--- config.mk ---
export PLATFORM = sky130hd
export DESIGN_NAME = alu_sequencer
export DESIGN_NICKNAME = d
export VERILOG_FILES = /design/src/rtl/alu_sequencer.sv
export SDC_FILE = /design/constraint.sdc
export NUM_CORES = 1
export LEC_CHECK = 0
export CORE_MARGIN = 5
export CORE_UTILIZATION = 37
export CTS_CLUSTER_SIZE = 10
export DETAILED_ROUTE_END_ITERATION = 10
export PLACE_DENSITY = 0.81
export SYNTH_ARGS = -nofsm -noshare
export SYNTH_HDL_FRONTEND = slang
export SYNTH_SLANG_ARGS = --single-unit
--- constraint.sdc ---
create_clock -name clk -period 1.15 [get_ports clk]
set_input_delay 0.115 -clock clk [delete_from_list [all_inputs] [get_ports clk]]
set_output_delay 0.115 -clock clk [all_outputs]
set_load 0.01 [all_outputs]
--- src/rtl/alu_sequencer.sv ---
// Command sequencer for an external combinational ALU: IDLE -> EXEC -> RESP with valid/ready handshakes.
// Optional NZCV flags output enabled by defining ALU_SEQUENCER_FLAGS_EN.
module alu_sequencer #(
    parameter int WIDTH = 4
) (
    input  logic             clk,
    input  logic             rst,
    input  logic             cmd_valid,
    output logic             cmd_ready,
    input  logic [1:0]       cmd_op,
    input  logic [WIDTH-1:0] cmd_a,
    input  logic [WIDTH-1:0] cmd_b,
    output logic [WIDTH-1:0] alu_a,
    output logic [WIDTH-1:0] alu_b,
    output logic [1:0]       alu_ctrl,
    input  logic [WIDTH-1:0] alu_result,
    output logic             rsp_valid,
    input  logic             rsp_ready,
    output logic [WIDTH-1:0] rsp_result,
    output logic [1:0]       rsp_op,
    output logic [7:0]       op_count
`ifdef ALU_SEQUENCER_FLAGS_EN
    ,
    output logic [3:0]       rsp_flags
`endif
);

    typedef enum logic [1:0] {
        ST_IDLE = 2'b00,
        ST_EXEC = 2'b01,
        ST_RESP = 2'b10
    } state_t;

    state_t           state_r;
    state_t           state_s;
    logic             cmd_ready_r;
    logic             rsp_valid_r;
    logic [WIDTH-1:0] alu_a_r;
    logic [WIDTH-1:0] alu_b_r;
    logic [1:0]       alu_ctrl_r;
    logic [WIDTH-1:0] rsp_result_r;
    logic [1:0]       rsp_op_r;
    logic [7:0]       op_count_r;

`ifdef ALU_SEQUENCER_FLAGS_EN
    logic [3:0]       rsp_flags_r;

    // Subtract is A + ~B + 1, so carry-out set means no borrow.
    function automatic logic [3:0] calc_flags(
        input logic [WIDTH-1:0] a,
        input logic [WIDTH-1:0] b,
        input logic [1:0]       op,
        input logic [WIDTH-1:0] res
    );
        logic [WIDTH:0] sum;
        logic           c;
        logic           v;
        case (op)
            2'b00: begin
                sum = {1'b0, a} + {1'b0, b};
                c   = sum[WIDTH];
                v   = (a[WIDTH-1] == b[WIDTH-1]) && (sum[WIDTH-1] != a[WIDTH-1]);
            end
            2'b01: begin
                sum = {1'b0, a} + {1'b0, ~b} + {{WIDTH{1'b0}}, 1'b1};
                c   = sum[WIDTH];
                v   = (a[WIDTH-1] != b[WIDTH-1]) && (sum[WIDTH-1] != a[WIDTH-1]);
            end
            default: begin
                sum = {(WIDTH+1){1'b0}};
                c   = 1'b0;
                v   = 1'b0;
            end
        endcase
        return {res[WIDTH-1], (res == {WIDTH{1'b0}}), c, v};
    endfunction

    assign rsp_flags = rsp_flags_r;
`endif

    // Next-state logic for the three-phase handshake.
    always_comb begin
        state_s = state_r;
        case (state_r)
            ST_IDLE: begin
                if (cmd_valid) begin
                    state_s = ST_EXEC;
                end else begin
                    state_s = ST_IDLE;
                end
            end
            ST_EXEC: state_s = ST_RESP;
            ST_RESP: begin
                if (rsp_ready) begin
                    state_s = ST_IDLE;
                end else begin
                    state_s = ST_RESP;
                end
            end
            default: state_s = ST_IDLE;
        endcase
    end

    // State register.
    always_ff @(posedge clk) begin
        if (rst) begin
            state_r <= ST_IDLE;
        end else begin
            state_r <= state_s;
        end
    end

    // Datapath registers, handshake outputs and completion counter.
    always_ff @(posedge clk) begin
        if (rst) begin
            cmd_ready_r  <= 1'b1;
            rsp_valid_r  <= 1'b0;
            alu_a_r      <= {WIDTH{1'b0}};
            alu_b_r      <= {WIDTH{1'b0}};
            alu_ctrl_r   <= 2'b00;
            rsp_result_r <= {WIDTH{1'b0}};
            rsp_op_r     <= 2'b00;
            op_count_r   <= 8'd0;
`ifdef ALU_SEQUENCER_FLAGS_EN
            rsp_flags_r  <= 4'b0000;
`endif
        end else begin
            cmd_ready_r <= (state_s == ST_IDLE);
            rsp_valid_r <= (state_s == ST_RESP);
            if ((state_r == ST_IDLE) && cmd_valid) begin
                alu_a_r    <= cmd_a;
                alu_b_r    <= cmd_b;
                alu_ctrl_r <= cmd_op;
            end
            if (state_r == ST_EXEC) begin
                rsp_result_r <= alu_result;
                rsp_op_r     <= alu_ctrl_r;
`ifdef ALU_SEQUENCER_FLAGS_EN
                rsp_flags_r  <= calc_flags(alu_a_r, alu_b_r, alu_ctrl_r, alu_result);
`endif
            end
            if ((state_r == ST_RESP) && rsp_ready) begin
                op_count_r <= op_count_r + 8'd1;
            end
        end
    end

    assign cmd_ready  = cmd_ready_r;
    assign rsp_valid  = rsp_valid_r;
    assign alu_a      = alu_a_r;
    assign alu_b      = alu_b_r;
    assign alu_ctrl   = alu_ctrl_r;
    assign rsp_result = rsp_result_r;
    assign rsp_op     = rsp_op_r;
    assign op_count   = op_count_r;

endmodule

; Yosys cells after proc, flatten, opt, wreduce, memory -nomap -nowiden
; Cells that the tools add are included.
[word_totals]
reg_bits = 28
output_inout_bits = 26
word_cells = 20
[op_classes]
add_sub_neg = 1
n_eq_ne = 3
mux = 3
n_reduce_logical = 4
[ops]
columns = operator, n
row1 = $add A8 B1 Y8 const B, 1
row2 = $pmux W2 S3, 1
row3 = $eq A2 B2 Y1 const B, 2
row4 = $logic_not A2 Y1, 2
row5 = $eq A2 B1 Y1 const B, 1
row6 = $logic_and A1 B1 Y1, 2
row7 = $mux W2, 1
row8 = $mux W1, 1

; Longest topological paths before layout
; Gate-level depths: netlist (run 1).
[depth]
depth_word = 3
ltp_mapped = 4
ltp_nobuf = 4

; Worst setup path before layout (run 1)
; Ideal clock, no wire load.
[synth_timing]
path_kind = reg2reg
start = register op_count_r[0] (netlist: op_count[0])
end = register op_count_r[4] (netlist: op_count[4])
arrival_time_ns = 1.221
t_required_ns = 1.080
path_slack_ns = -0.142
path_stages_with_launch = 5
synth_period_minus_slack_ns = 1.292
path_cell_list = dfxtp_1 -> ha_1 -> nand4b_1 -> or3_1 -> a21oi_1
[synth_via]
elab_chain_cells = 1
[synth_lines]
columns = item, line_no
row1 = "start, declared", 43  ; logic [7:0] op_count_r;
row2 = "start signal, assigned", 143  ; op_count_r <= op_count_r + 8'd1;
row3 = $add A8 B1 Y8, 143
; Every way passes these cells.
; A chain may end at the register's enable or synchronous reset.

; Worst setup path after layout (run 1)
[layout_timing]
start = register state_r[0]
end = register op_count_r[7] (netlist: op_count[7])
[layout_via]
elab_chain_cells = 2
[layout_lines]
columns = item, line_no
row1 = "start, declared", 34  ; state_t state_r;
row2 = "start signal, assigned", 109  ; state_r <= state_s;
row3 = $eq A2 B2 Y1, 142  ; if ((state_r == ST_RESP) && rsp_ready) begin
row4 = $logic_and A1 B1 Y1, 142
; Every way passes these cells.

==> results of run 1 <==
[cell usage after synthesis (all sizes together)]
library cell / number / area share, %
nand3: 1 / 0.48
nor2: 20 / 7.2
or3b: 1 / 0.84
or3: 3 / 1.8
nand3b: 1 / 1.9
nor2b: 1 / 0.60
o21ai: 3 / 1.4
dfxtp: 28 / 54
xor2: 2 / 1.7
a21oi: 7 / 3.4
buf: 3 / 1.6
nand2: 2 / 0.72
nor3b: 1 / 0.72
nand4b: 1 / 0.84
nand2b: 1 / 0.60
ha: 1 / 1.2
o31ai: 2 / 1.4
nand4: 2 / 1.2
clkbuf: 2 / 0.72
or4: 2 / 1.4
mux2i: 17 / 16
[how the worst min path moves through the flow]
stage	from	endpoint	slack, ns
6_report	alu_result[3]	rsp_result[3]$_SDFFE_PP0N_	0.37
4_1_cts	alu_result[3]	rsp_result[3]$_SDFFE_PP0N_	0.36
3_3_place_gp	op_count[7]$_SDFFE_PP0P_	op_count[7]$_SDFFE_PP0P_	0.47
5_1_grt	alu_result[3]	rsp_result[3]$_SDFFE_PP0N_	0.36
3_5_place_dp	rsp_result[1]$_SDFFE_PP0N_	rsp_result[1]$_SDFFE_PP0N_	0.49
2_1_floorplan	alu_result[0]	rsp_result[0]$_SDFFE_PP0N_	0.26
[per-stage QoR]
step                      setup TNS [ns]  hold WS, ns
after floorplan                 -0.00833        0.259
final                             -0.311        0.370
after CTS                         -0.530        0.365
after global placement             -3.56        0.469
after detailed placement           -4.45        0.485
after global routing               -1.27        0.358
[per-layer routing]
layer	vias to the layer above	GRT usage, %	part of all wire [%]
met1	447	13.4	38
met5	-	0	0
met4	0	4.77	1.1
li1	474	-	-
met2	22	25.6	56
met3	3	3.96	5.1
[power breakdown]
part	switching [W]	total (W)	internal [W]
Clock	0.000280	0.000475	0.000194
Sequential	0.0000265	0.00103	0.00101
Combinational	0.000116	0.000280	0.000164
[area by class of cell]
type,count,area [µm²],area share [%]
flip-flops and latches,28,587,33.8
repair buffers,62,566,32.5
clock buffers,4,36.3,2.09
multi-input cells,68,510,29.4
well taps,31,38.8,2.23
[critical path, cell delays in order (launching register included)]
cell and delay (ns):
dfxtp_4 0.38, nand3b_4 0.17, or4_4 0.52, a21oi_2 0.13
[logic make-up (layout without fill, tap and decap cells)]
family | count (synthesis) | after routing | synth area share [%]
AOI/OAI and AO/OA | 12 | 12 | 6.25
xor gates and xnor gates | 2 | 2 | 1.68
adders and majority gates | 1 | 1 | 1.20
buffers and inverters | 5 | 66 | 2.28
DFF | 28 | 28 | 53.8
muxes | 17 | 17 | 16.3
and+or+nand+nor | 36 | 36 | 18.4
[flip-flops by register name, summed over array words and instances, names as in the netlist]
signal,flops
rsp_op,2
op_count,8
alu_b,4
state_r,2
rsp_valid,1
rsp_result,4
alu_a,4
cmd_ready,1
alu_ctrl,2
[repair_timing]
action | 4_1_cts | 5_1_grt
gates resized for setup | 43 | 19
setup buffers | 5 | 1
pin swaps | 9 | 6
endpoints found under the setup margin | 42 | 30
==> impl_results.md, run 1 <==
* Clock latency on the worst-skew pair at 0.33 ns
* Num CTS Buffers at 3
* P&R area growth vs syn at 66.9%
* Quantity of hold-fixing buffers added after cts at 0
* Clock sink count at 28
* Worst Path Required at 1.42 ns
* HPWL after DPL at 1.99 mm
* Post-route ant nets at 0
* Critical path origin: state_r[0]$_SDFF_PP0_
* Yosys cell types at 23
* Die W at ~63 µm
* Fmax at 802 MHz
* CTS clk-pin slew, worst paths at ~0.15 ns
* IO Port Bufs at 43
* Synthesized net count at 120
* CP Data Arrival Time at 1.52 ns
* Final core occ at 63.6%
* Largest net degree at the start of global routing at 16
* Final worst path period need at 1.25 ns
* Final Non-Filler Cells at 193
* Worst setup path class: reg -> reg
* Global Route Usage Sum at 13.4%
* Synth Warn # at 0
* Relative slew slack at between 70% and 80%
* Kind of start point of the critical path: flip-flop
* Status: finished with violations
* # DRC at 0
* Crit Path Max Fanout at 5
* Pwr/cell area at just over 1000 nW/µm²
* Flops & latches, synth at 28
* Htree depth at 1
* Diode count at 0
* Pleak at 0.814 nW
* Vias in the first global route at 1005
* Dpl cells at 183
* Setup slack, reg-to-reg at -0.1 ns
* Final Max Tran Viols at 0
* Setup violators final at 6
* Most frequent cells in the layout: nor2_1 (20), dlygate4sd2_1 (19), mux2i_1 (17), dfxtp_1 (17), clkdlybuf4s50_1 (17)
* Drt total wl at 2.57 mm
* Core Area at 2730 µm²
* Netlist Area Pre-Place at 1040 µm²
* Final Wtd Congestion at 0.712
* Initial Util at between 30% and 40%
* Worst Reg-to-Reg Cells at 3
* PnR worst setup slack at -0.0975 ns
* Violated checks: negative setup slack
* Final Cell Area at 1740 µm²
* Hold Path Class: in -> reg
* Io pins at 44
* First-pass GRT wire length at 4.35 mm
* Total grt overflow at 0
* Fin crit share at 108%
* Final hold vios at 0
* Starting DRC count in detailed routing at 6
* Fin nets at between 150 and 200
* Crit end category: flip-flop
* R2r startpoint: state_r[0]$_SDFF_PP0_
* Unrepaired setup endpoints after global routing: yes
* Commonest non-fill, non-tap cell in the layout: nor2_1
* Clock buffer depth at 2
* 1st-pass router iterations at 4
* Register area share after synthesis at 53.8%
* CTS tree: done
* Die ar. at between 3000 and 4000 µm²
* Layout cells sized above 1 at 30.2%
* Root Buffer: clkbuf_4
* Drt wl/cell at between 10 and 15 µm
* Initial antenna violation count at 0
* Critical Path End: op_count[7]$_SDFFE_PP0P_
* Layout fillers at 223
* Hold Crit Depth at 3
* MaxCap Viol Count at 0
* Overall power at 0.00179 W
* Row cnt at 19
* Vias after detailed routing at 946
* Via density at 4.90
* Die Ht at about 63 µm
* Post-Syn Instances at 101
* Peak supply drop at 1.04 mV
* Post-DP Area at between 1500 and 2000 µm²
* Placement Setup Slack at -0.305 ns
* Reg-to-Reg End: op_count[7]$_SDFFE_PP0P_
* Least-Margin Pin Slew at around 0.35 ns
* Final Skew at 0.00907 ns
* Syn avg cell area at 10.3 µm²
(Power assumes the default switching activity.)
==> run 2: changes to the inputs <==
Settings changed: MAX_ROUTING_LAYER set to met4.
==> impl_results.md, run 2 (synthesized netlist as in run 1, its figures left out) <==
* Status: finished with violations
* Violated checks: negative setup slack
* Power share of the combinational group at 15.7%
* Least-Margin Pin Slew at 0.345 ns
* Peak supply drop at 1.04 mV
* Sw frac at 23.7%
* Clock buffer depth at 2
* Worst setup path class: reg -> reg
* PnR worst setup slack at -0.0975 ns
* Total grt overflow at 0
* Crit Path Max Fanout at 5
* Most frequent cells in the layout: nor2_1 (20), dlygate4sd2_1 (19), mux2i_1 (17), dfxtp_1 (17), clkdlybuf4s50_1 (17)
* Unrepaired setup endpoints after global routing: yes
* Worst Path Required at approximately 1.4 ns
* Root Buffer: clkbuf_4
* Crit end category: flip-flop
* Initial antenna violation count at 0
* Psw at 0.000423 W
* Met3 Usage GRT at 3.24%
* Drt wl/cell at 13.3 µm
* First-pass GRT wire length at 4.35 mm
* Final core occ at 63.6%
* Global Route Usage Sum at 13.8%
* Die ar. at 3970 µm²
* Clock latency on the worst-skew pair at 0.33 ns
* Final Non-Filler Cells at roughly 190
* Fmax at ~800 MHz
* Flop pwr share at between 50% and 60%
* MaxCap Viol Count at 0
* Layout fillers at 223
* Largest net degree at the start of global routing at 16
* 1st-pass router iterations at 4
* Setup slack, reg-to-reg at -0.1 ns
* Quantity of hold-fixing buffers added after cts at 0
* Fin nets at roughly 180
* Met1 Use GR at around 14%
* # DRC at 0
* Clock sink count at 28
* P&R area growth vs syn at 66.9%
* Dpl cells at about 180
* Pwr/cell area at 1030 nW/µm²
* Hold Path Class: in -> reg
* Num CTS Buffers at 3
* Core Area at about 2700 µm²
* Final worst path period need at between 1 and 1.5 ns
* Post-route ant nets at 0
* HPWL after DPL at about 2 mm
* Starting DRC count in detailed routing at 6
* Kind of start point of the critical path: flip-flop
* CTS tree: done
* Pleak at between 0.8 and 0.9 nW
* Die Ht at 63.0 µm
* Fin crit share at 108%
* Io pins at 44
* Drt total wl at 2.57 mm
* Setup violators final at 7
* CP Data Arrival Time at 1.52 ns
* Final Skew at 0.00909 ns
* Final hold vios at 0
* Pint at approximately 0.0014 W
* Diode count at 0
* Initial Util at 38.1%
* Most crowded layer after global routing: met2
* Relative slew slack at 76.9%
* Row cnt at 19
* Htree depth at 1
* Layout cells sized above 1 at 30.2%
* CTS clk-pin slew, worst paths at 0.15 ns
* Via density at a little under 5
* IO Port Bufs at 43
* Commonest non-fill, non-tap cell in the layout: nor2_1
* GRT met2 Usage at 25.6%
* Vias after detailed routing at 945
* Die W at 63.0 µm
* Vias in the first global route at 1005
* Clock Power Share at 26.5%
* Final Max Tran Viols at 0
* Final Wtd Congestion at 0.720
* Largest register FFs at 8
run 2: cell counts in the layout (fill, tap and decap cells not counted):
Identical to the previous run, type by type.
run 2: stage by stage:
step | total power (W) | worst slack (ns) | instance area [µm²] | hold WS [ns] | setup TNS [ns]
2_1_floorplan | 0.00118 | -0.00833 | 1070 | 0.259 | -0.00833
3_3_place_gp | 0.00135 | -0.257 | 1620 | 0.469 | -3.56
3_5_place_dp | 0.00136 | -0.305 | 1620 | 0.485 | -4.45
4_1_cts | 0.00181 | -0.104 | 1700 | 0.365 | -0.530
5_1_grt | 0.00189 | -0.120 | 1740 | 0.358 | -1.27
6_report | 0.00179 | -0.0975 | 1740 | 0.370 | -0.312
run 2: routing by layer:
layer  up-vias  part of all wire [%]
met5         -                     0
met4         0                   1.1
met3         3                   4.1
met2        22                    56
met1       446                    39
li1        474                     -
run 2: worst paths after layout:
path,from,endpoint,depth (start not counted)
setup / recovery,state_r[0]$_SDFF_PP0_,op_count[7]$_SDFFE_PP0P_,3
hold / removal,alu_result[3],rsp_result[3]$_SDFFE_PP0N_,3
setup reg to reg,state_r[0]$_SDFF_PP0_,op_count[7]$_SDFFE_PP0P_,3
hold reg to reg,alu_a[3]$_SDFFE_PP0P_,alu_a[3]$_SDFFE_PP0P_,2
run 2: timing repair:
| item | 4_1_cts | 5_1_grt |
|---|---|---|
| gates resized for setup | 43 | 19 |
| endpoints found under the setup margin | 42 | 30 |
| buffers inserted | 5 | 1 |
| pin swaps | 9 | 6 |
run 2: power by group through the flow:
| stage | logic, W | registers (W) | clock network [W] |
|---|---|---|---|
| after floorplan | 0.000108 | 0.00108 | 0 |
| after global placement | 0.000289 | 0.00106 | 0 |
| after detailed placement | 0.000295 | 0.00106 | 0 |
| after CTS | 0.000276 | 0.00104 | 0.000494 |
| after global routing | 0.000304 | 0.00104 | 0.000549 |
| final | 0.000280 | 0.00103 | 0.000475 |
run 2: critical path, stage by stage (launching register included):
cell      delay (ns)
dfxtp_4         0.38
nand3b_4        0.17
or4_4           0.52
a21oi_2         0.13
run 2: final cells by class:
cell class	instances	area [µm²]	area share, %
clock buffers	4	36.3	2.09
well taps	31	38.8	2.23
flip-flops and latches	28	587	33.8
multi-input cells	68	510	29.4
repair buffers	62	566	32.5
